[config.mk]
export PLATFORM = sky130hd
export DESIGN_NAME = reg_op_scheduler
export DESIGN_NICKNAME = d
export VERILOG_FILES = /design/src/rtl/reg_op_pkg.sv /design/src/rtl/reg_op_scheduler_rr_arbiter.sv /design/src/rtl/reg_op_scheduler.sv
export SDC_FILE = /design/constraint.sdc
export NUM_CORES = 1
export LEC_CHECK = 0
export CAP_MARGIN = 20
export CORE_ASPECT_RATIO = 2
export CORE_UTILIZATION = 39
export DETAILED_ROUTE_END_ITERATION = 10
export PLACE_DENSITY = 0.83
export RECOVER_POWER = 100
export SLEW_MARGIN = 20
export SYNTH_ARGS = -nofsm -noshare
export SYNTH_HDL_FRONTEND = slang
export SYNTH_SLANG_ARGS = --single-unit
[constraint.sdc]
create_clock -name clk -period 2.4 [get_ports clk]
set_input_delay 0.48 -clock clk [delete_from_list [all_inputs] [get_ports clk]]
set_output_delay 0.48 -clock clk [all_outputs]
set_load 0.05 [all_outputs]
[src/rtl/reg_op_pkg.sv]
//============================================================================
// Module : reg_op_pkg
// Desc   : Opcode constants (register funsel encoding) and FSM state type
// Rev    : 1.0  initial release
//============================================================================
`default_nettype none

package reg_op_pkg;

  localparam logic [1:0] CLR = 2'b00;
  localparam logic [1:0] LD  = 2'b01;
  localparam logic [1:0] DEC = 2'b10;
  localparam logic [1:0] INC = 2'b11;

  typedef enum logic [1:0] {
    IDLE = 2'd0,
    EXEC = 2'd1,
    DONE = 2'd2
  } state_t;

  // inc/dec are the only repeat-counted opcodes
  function automatic logic is_repeat_op(input logic [1:0] op);
    return op[1];
  endfunction

endpackage

`default_nettype wire

[src/rtl/reg_op_scheduler_rr_arbiter.sv]
//============================================================================
// Module : rr_arbiter
// Desc   : Rotating-priority arbiter; search starts at 'pointer' and wraps
// Rev    : 1.0  initial release
//============================================================================
`default_nettype none

module rr_arbiter #(
  parameter int NReq = 4,
  parameter int PtrW = (NReq > 1) ? $clog2(NReq) : 1
) (
  input  logic [NReq-1:0] req,
  input  logic [PtrW-1:0] pointer,
  output logic [NReq-1:0] grant
);

  logic [NReq-1:0] w_mask;
  logic [NReq-1:0] w_hi;

  // Requests at or above the pointer win first; otherwise wrap to the lowest.
  assign w_mask = ~((NReq'(1) << pointer) - NReq'(1));
  assign w_hi   = req & w_mask;

  always_comb begin
    grant = '0;
    if (|w_hi) grant = w_hi & (~w_hi + NReq'(1));
    else       grant = req & (~req + NReq'(1));
  end

endmodule

`default_nettype wire

[src/rtl/reg_op_scheduler.sv]
//============================================================================
// Module : reg_op_scheduler
// Desc   : Round-robin scheduler issuing clear/load/inc/dec operations to a
//          bank of registers. Optional abort input: REG_OP_SCHED_ABORT_EN.
// Rev    : 1.0  initial release
//============================================================================
`default_nettype none

module reg_op_scheduler
  import reg_op_pkg::*;
#(
  parameter int NBits = 16,
  parameter int NReq  = 4,
  parameter int NRegs = 4,
  parameter int CntW  = 4
) (
  input  logic                                           clk,
  input  logic                                           rst_n,
  input  logic [NReq-1:0]                                req,
  input  logic [2*NReq-1:0]                              req_op,
  input  logic [NReq*((NRegs > 1) ? $clog2(NRegs) : 1)-1:0] req_sel,
  input  logic [NReq*NBits-1:0]                          req_data,
  input  logic [NReq*CntW-1:0]                           req_cnt,
`ifdef REG_OP_SCHED_ABORT_EN
  input  logic                                           abort,
`endif
  output logic [NReq-1:0]                                gnt,
  output logic [NReq-1:0]                                done,
  output logic                                           busy,
  output logic [1:0]                                     rf_funsel,
  output logic [NRegs-1:0]                               rf_e,
  output logic [NBits-1:0]                               rf_i
);

  localparam int SelW = (NRegs > 1) ? $clog2(NRegs) : 1;
  localparam int PtrW = (NReq > 1) ? $clog2(NReq) : 1;

  state_t            r_state, w_next_state;
  logic [PtrW-1:0]   r_ptr, w_win_idx, w_next_ptr;
  logic [CntW-1:0]   r_cnt, w_cnt;
  logic [1:0]        r_op, w_op;
  logic [SelW-1:0]   r_sel, w_sel;
  logic [NBits-1:0]  r_data, w_data;
  logic [NReq-1:0]   r_owner, w_grant;
  logic              w_take, w_abort, w_repeat, w_active;

`ifdef REG_OP_SCHED_ABORT_EN
  assign w_abort = abort;
`else
  assign w_abort = 1'b0;
`endif

  rr_arbiter #(
    .NReq (NReq),
    .PtrW (PtrW)
  ) u_arb (
    .req     (req),
    .pointer (r_ptr),
    .grant   (w_grant)
  );

  // Pull the winner's operands out of the flattened request buses.
  always_comb begin
    w_win_idx = '0;
    w_op      = '0;
    w_sel     = '0;
    w_data    = '0;
    w_cnt     = '0;
    for (int i = 0; i < NReq; i++) begin
      if (w_grant[i]) begin
        w_win_idx = PtrW'(i);
        w_op      = req_op[2*i +: 2];
        w_sel     = req_sel[SelW*i +: SelW];
        w_data    = req_data[NBits*i +: NBits];
        w_cnt     = req_cnt[CntW*i +: CntW];
      end
    end
  end

  assign w_next_ptr = (w_win_idx == PtrW'(NReq-1)) ? '0 : w_win_idx + 1'b1;
  assign w_take     = (r_state == IDLE) && (|req);
  assign w_repeat   = is_repeat_op(r_op);
  assign w_active   = !w_repeat || (r_cnt != '0);

  always_ff @(posedge clk or negedge rst_n) begin
    if (!rst_n) begin
      r_state <= IDLE;
      r_ptr   <= '0;
      r_cnt   <= '0;
      r_op    <= CLR;
      r_sel   <= '0;
      r_data  <= '0;
      r_owner <= '0;
    end else begin
      r_state <= w_next_state;
      if (w_take) begin
        r_ptr   <= w_next_ptr;
        r_cnt   <= w_cnt;
        r_op    <= w_op;
        r_sel   <= w_sel;
        r_data  <= w_data;
        r_owner <= w_grant;
      end else if (r_state == EXEC && w_repeat && r_cnt != '0) begin
        r_cnt <= r_cnt - 1'b1;
      end
    end
  end

  always_comb begin
    w_next_state = r_state;
    case (r_state)
      IDLE: if (|req) w_next_state = EXEC;
      // r_cnt holds the pulses still owed, so the last one is issued at 1
      EXEC: if (w_abort || !w_repeat || r_cnt <= CntW'(1)) w_next_state = DONE;
      DONE: w_next_state = IDLE;
      default: w_next_state = IDLE;
    endcase
  end

  // Out-of-range selects match no bit, so the op completes without an enable.
  always_comb begin
    rf_e = '0;
    if (r_state == EXEC && w_active && !w_abort) begin
      for (int i = 0; i < NRegs; i++) begin
        if (r_sel == SelW'(i)) rf_e[i] = 1'b1;
      end
    end
  end

  // rst_n gating keeps gnt low while reset is held with requests pending.
  assign gnt       = (r_state == IDLE && rst_n) ? w_grant : '0;
  assign done      = (r_state == DONE) ? r_owner : '0;
  assign busy      = (r_state != IDLE);
  assign rf_funsel = r_op;
  assign rf_i      = r_data;

endmodule

`default_nettype wire

==> impl_metrics.py <==
metrics = {
    "outcome": {
        "status": "finished with violations",
        "violations": "design-rule violations",
    },
    "placement": {
        "io_buffers": 132,
        "dp_hpwl_mm": 6.942,
        "preCtsSetupSlack_ns": -0.02647,
        "dp.cells": 447,
        "routabilityCongestion": 0.8883,
    },
    "synthesis": {
        "yosys.area.top_type_share": 0.3370,
        "yosys.area.top_type": "dfrtp_1",
        "synth_edf_count": 0,
        "synth_compound_area_frac": 0.4371,
        "muxShareOfSynthArea": 0.004739,
        "synth_area_per_cell_um2": 8.966,
        "ys_warn_count": 0,
        "async_reset_ff_frac": 1.000,
        "synth_cells": 265,
        "synth.most_common_cell": "a22oi_1",
        "synth_fa_ha_area_frac": 0.01053,
        "synth-xor-area-share": 0.007372,
        "synthesis.nets": 369,
        "synth_cell_types": 46,
        "syn_area_mm2": 0.002376,
        "synth_common_cells": "44 x a22oi_1, 32 x dfrtp_1, 21 x a21o_1, 20 x a31oi_1, 20 x o41ai_1",
        "synth-seq-area-share": 0.3370,
        "synth_top_family_by_area": "compound AO/OA/AOI/OAI gates",
        "synth-simple-area-share": 0.1248,
        "ys.flop_type": "dfrtp_1",
        "ys_seq_elements": 32,
        "synthTopCellsByArea": "dfrtp_1 34%, a22oi_1 14%, o41ai_1 7.4%, a21o_1 6.6%, a31oi_1 5.3%",
    },
    "critical_path": {
        "max_stage_delay_ns": 0.43,
        "cp_num_buf_inv": 3,
        "crit_family": "buffers and inverters",
        "path_cells": "clkdlybuf4s50_1 > buf_4 > a21o_1 > a221oi_4 > and3_4 > buf_12",
        "critPathArrivalTime_ns": 1.88,
        "path_max_fanout": 5,
        "cp.required_ns": 1.92,
        "start_kind": "input pin",
        "crit_type": "in2out",
        "crit_slowest_cell": "clkdlybuf4s50_1",
        "end_kind": "primary output",
    },
    "power": {
        "p_clk_frac": 0.135,
        "power.switching_mw": 2.578,
        "pwr-share-seq": 0.203,
        "swShare": 0.4841,
        "combPwrFrac": 0.662,
        "pwr_density_cell_mw_per_mm2": 1316,
        "p_leak_nw": 1.649,
        "power_mw": 5.327,
        "vdd_drop_max_uv": 844.7,
        "p_int_mw": 2.748,
    },
    "global_route": {
        "antenna_found_initial": 0,
        "grt_pass1_vias": 3120,
        "grt-ovfl-total": 0,
        "grt_start_max_net_pins": 28,
        "grt_pass1_wl_mm": 14.92,
        "grt_usage": 0.3045,
    },
    "floorplanning": {
        "ioPinCount": 133,
        "start_util": 0.4092,
        "die_w_um": 57.19,
        "fp-row-count": 39,
        "die_h_um": 112.4,
        "die_area_mm2": 0.006427,
        "core-area_mm2": 0.005807,
    },
    "drt": {
        "ant_nets": 0,
        "vias": 2898,
        "first_iter_violations": 124,
        "dr.pass1.iters": 9,
        "avgRoutedWirePerCell_um": 21.09,
        "routed_wl_mm": 9.596,
        "vias_per_cell": 6.369,
        "drc_errors": 5,
    },
    "timing": {
        "max_clock_freq_ghz": 0.4233,
        "setup_viol_count_final": 0,
        "slew_headroom": 0.1693,
        "hold_slack_ns": 0.1134,
        "layout_setup_ws_ns": 0.03743,
        "setup_tns_ns": 0,
        "final-hold-violation-count": 0,
        "min_period_ns": 2.363,
        "tightest_slew_ns": 1.246,
        "slew_viol_final": 0,
        "finClkSkew_ns": 0.005899,
        "period_share": 0.9844,
    },
    "cts": {
        "cts_buffers": 5,
        "cts_sinks": 32,
        "post_cts_buffers": 0,
        "ctsRootBufferMaster": "clkbuf_16",
        "clkTransAtPathRegs_ns": 0.06,
        "cts_tree": "done",
        "clk-insertion-delay-late_ns": 0.27,
        "cts_buffer_depth": 2,
        "htreeDepth": 2,
    },
    "layout": {
        "drive_gt1_frac": 0.1548,
        "final_nets": 497,
        "stdcell_count": 455,
        "area_growth_pct": 70.41,
        "antenna_cells": 0,
    },
    "run": {
        "drv_cap": 0,
    },
    "min_path": {
        "hold_path_class": "in2async",
    },
}
final cells by class:
class                      count  area [um2]
clock buffer                   6       128.9
clock inverter                 2       35.03
fill                         464        1758
inverter                       5       18.77
multi-input combinational    195        1439
sequential                    32       800.8
tap                           61       76.32
timing repair buffer         154        1550
flip-flops by register name (all words and copies together), names as in the netlist:
name / count
rf_funsel: 2
r_owner: 4
rf_i: 16
r_state: 2
r_ptr: 2
r_sel: 2
r_cnt: 4
logic make-up after synthesis:
kind of cell	Yosys count
DFF	32
xor gates and xnor gates	2
muxes	1
and+or+nand+nor	55
adders and majority gates	2
AOI/OAI and AO/OA	135
buffers and inverters	38
cells in the final DEF (no fill, tap or decap), types with 3 or more instances in the layout:
cell type / netlist / routed
clkdlybuf4s50_1: 0 / 118
a22oi_1: 44 / 44
dfrtp_1: 32 / 32
buf_4: 2 / 25
a21o_1: 21 / 21
o41ai_1: 20 / 20
a31oi_1: 20 / 20
nand2_1: 17 / 17
buf_12: 0 / 8
inv_1: 5 / 5
a21oi_1: 6 / 5
o21ai_0: 5 / 5
clkbuf_16: 0 / 5
nor2_1: 6 / 4
and2_1: 4 / 4
and3_1: 5 / 4
nor4_1: 4 / 4
a211oi_2: 3 / 3
a221oi_1: 3 / 3
power by group through the flow:
stage / Combinational [mW] / Clock (mW) / Sequential, mW
3_5_place_dp: 3.45 / 0 / 1.07
4_1_cts: 3.47 / 0.725 / 1.07
6_report: 3.53 / 0.717 / 1.08
5_1_grt: 3.73 / 0.749 / 1.11
2_1_floorplan: 1.81 / 0 / 1.52
3_3_place_gp: 3.36 / 0 / 1.06
worst reg2reg max path, cell delays in order, from the launching register on:
cell,delay [ns]
dfrtp_1,0.48
xnor2_1,0.37
o211a_1,0.29
buf_4,0.32
a22oi_1,0.13
a211oi_1,0.24
stage by stage:
stage	util	cell area, um2
CTS	0.6945	4033
global placement	0.6632	3851
floorplan	-	2381
finish	0.6973	4049
global route	0.6973	4049
detailed placement	0.6632	3851
what timing repair did:
action                     in CTS  in global routing
setup endpoints to repair       5                  6
hold buffers                    0                  0
resized for setup               4                  4
pin swaps                       0                  1
metal layers:
metal / vias to the layer above / part of all wire / track usage
met5: - / 0 / 0
li1: 1312 / - / -
met1: 1396 / 0.32 / 0.3024
met2: 152 / 0.57 / 0.5435
met3: 38 / 0.048 / 0.03917
met4: 0 / 0.059 / 0.2472
worst paths after layout:
path	slack [ns]	depth (start not counted)	from	endpoint
max	0.04	6	req[0]	gnt[2]
min	0.11	1	rst_n	r_state[1]
max reg2reg	0.48	5	r_ptr[0]	r_cnt[3]
min reg2reg	0.48	2	r_owner[0]	r_owner[0]
max in group asynchronous	0.83	2	rst_n	rf_funsel[1]
min in group clk	0.48	2	r_owner[0]	r_owner[0]
(Power assumes the default switching activity.)
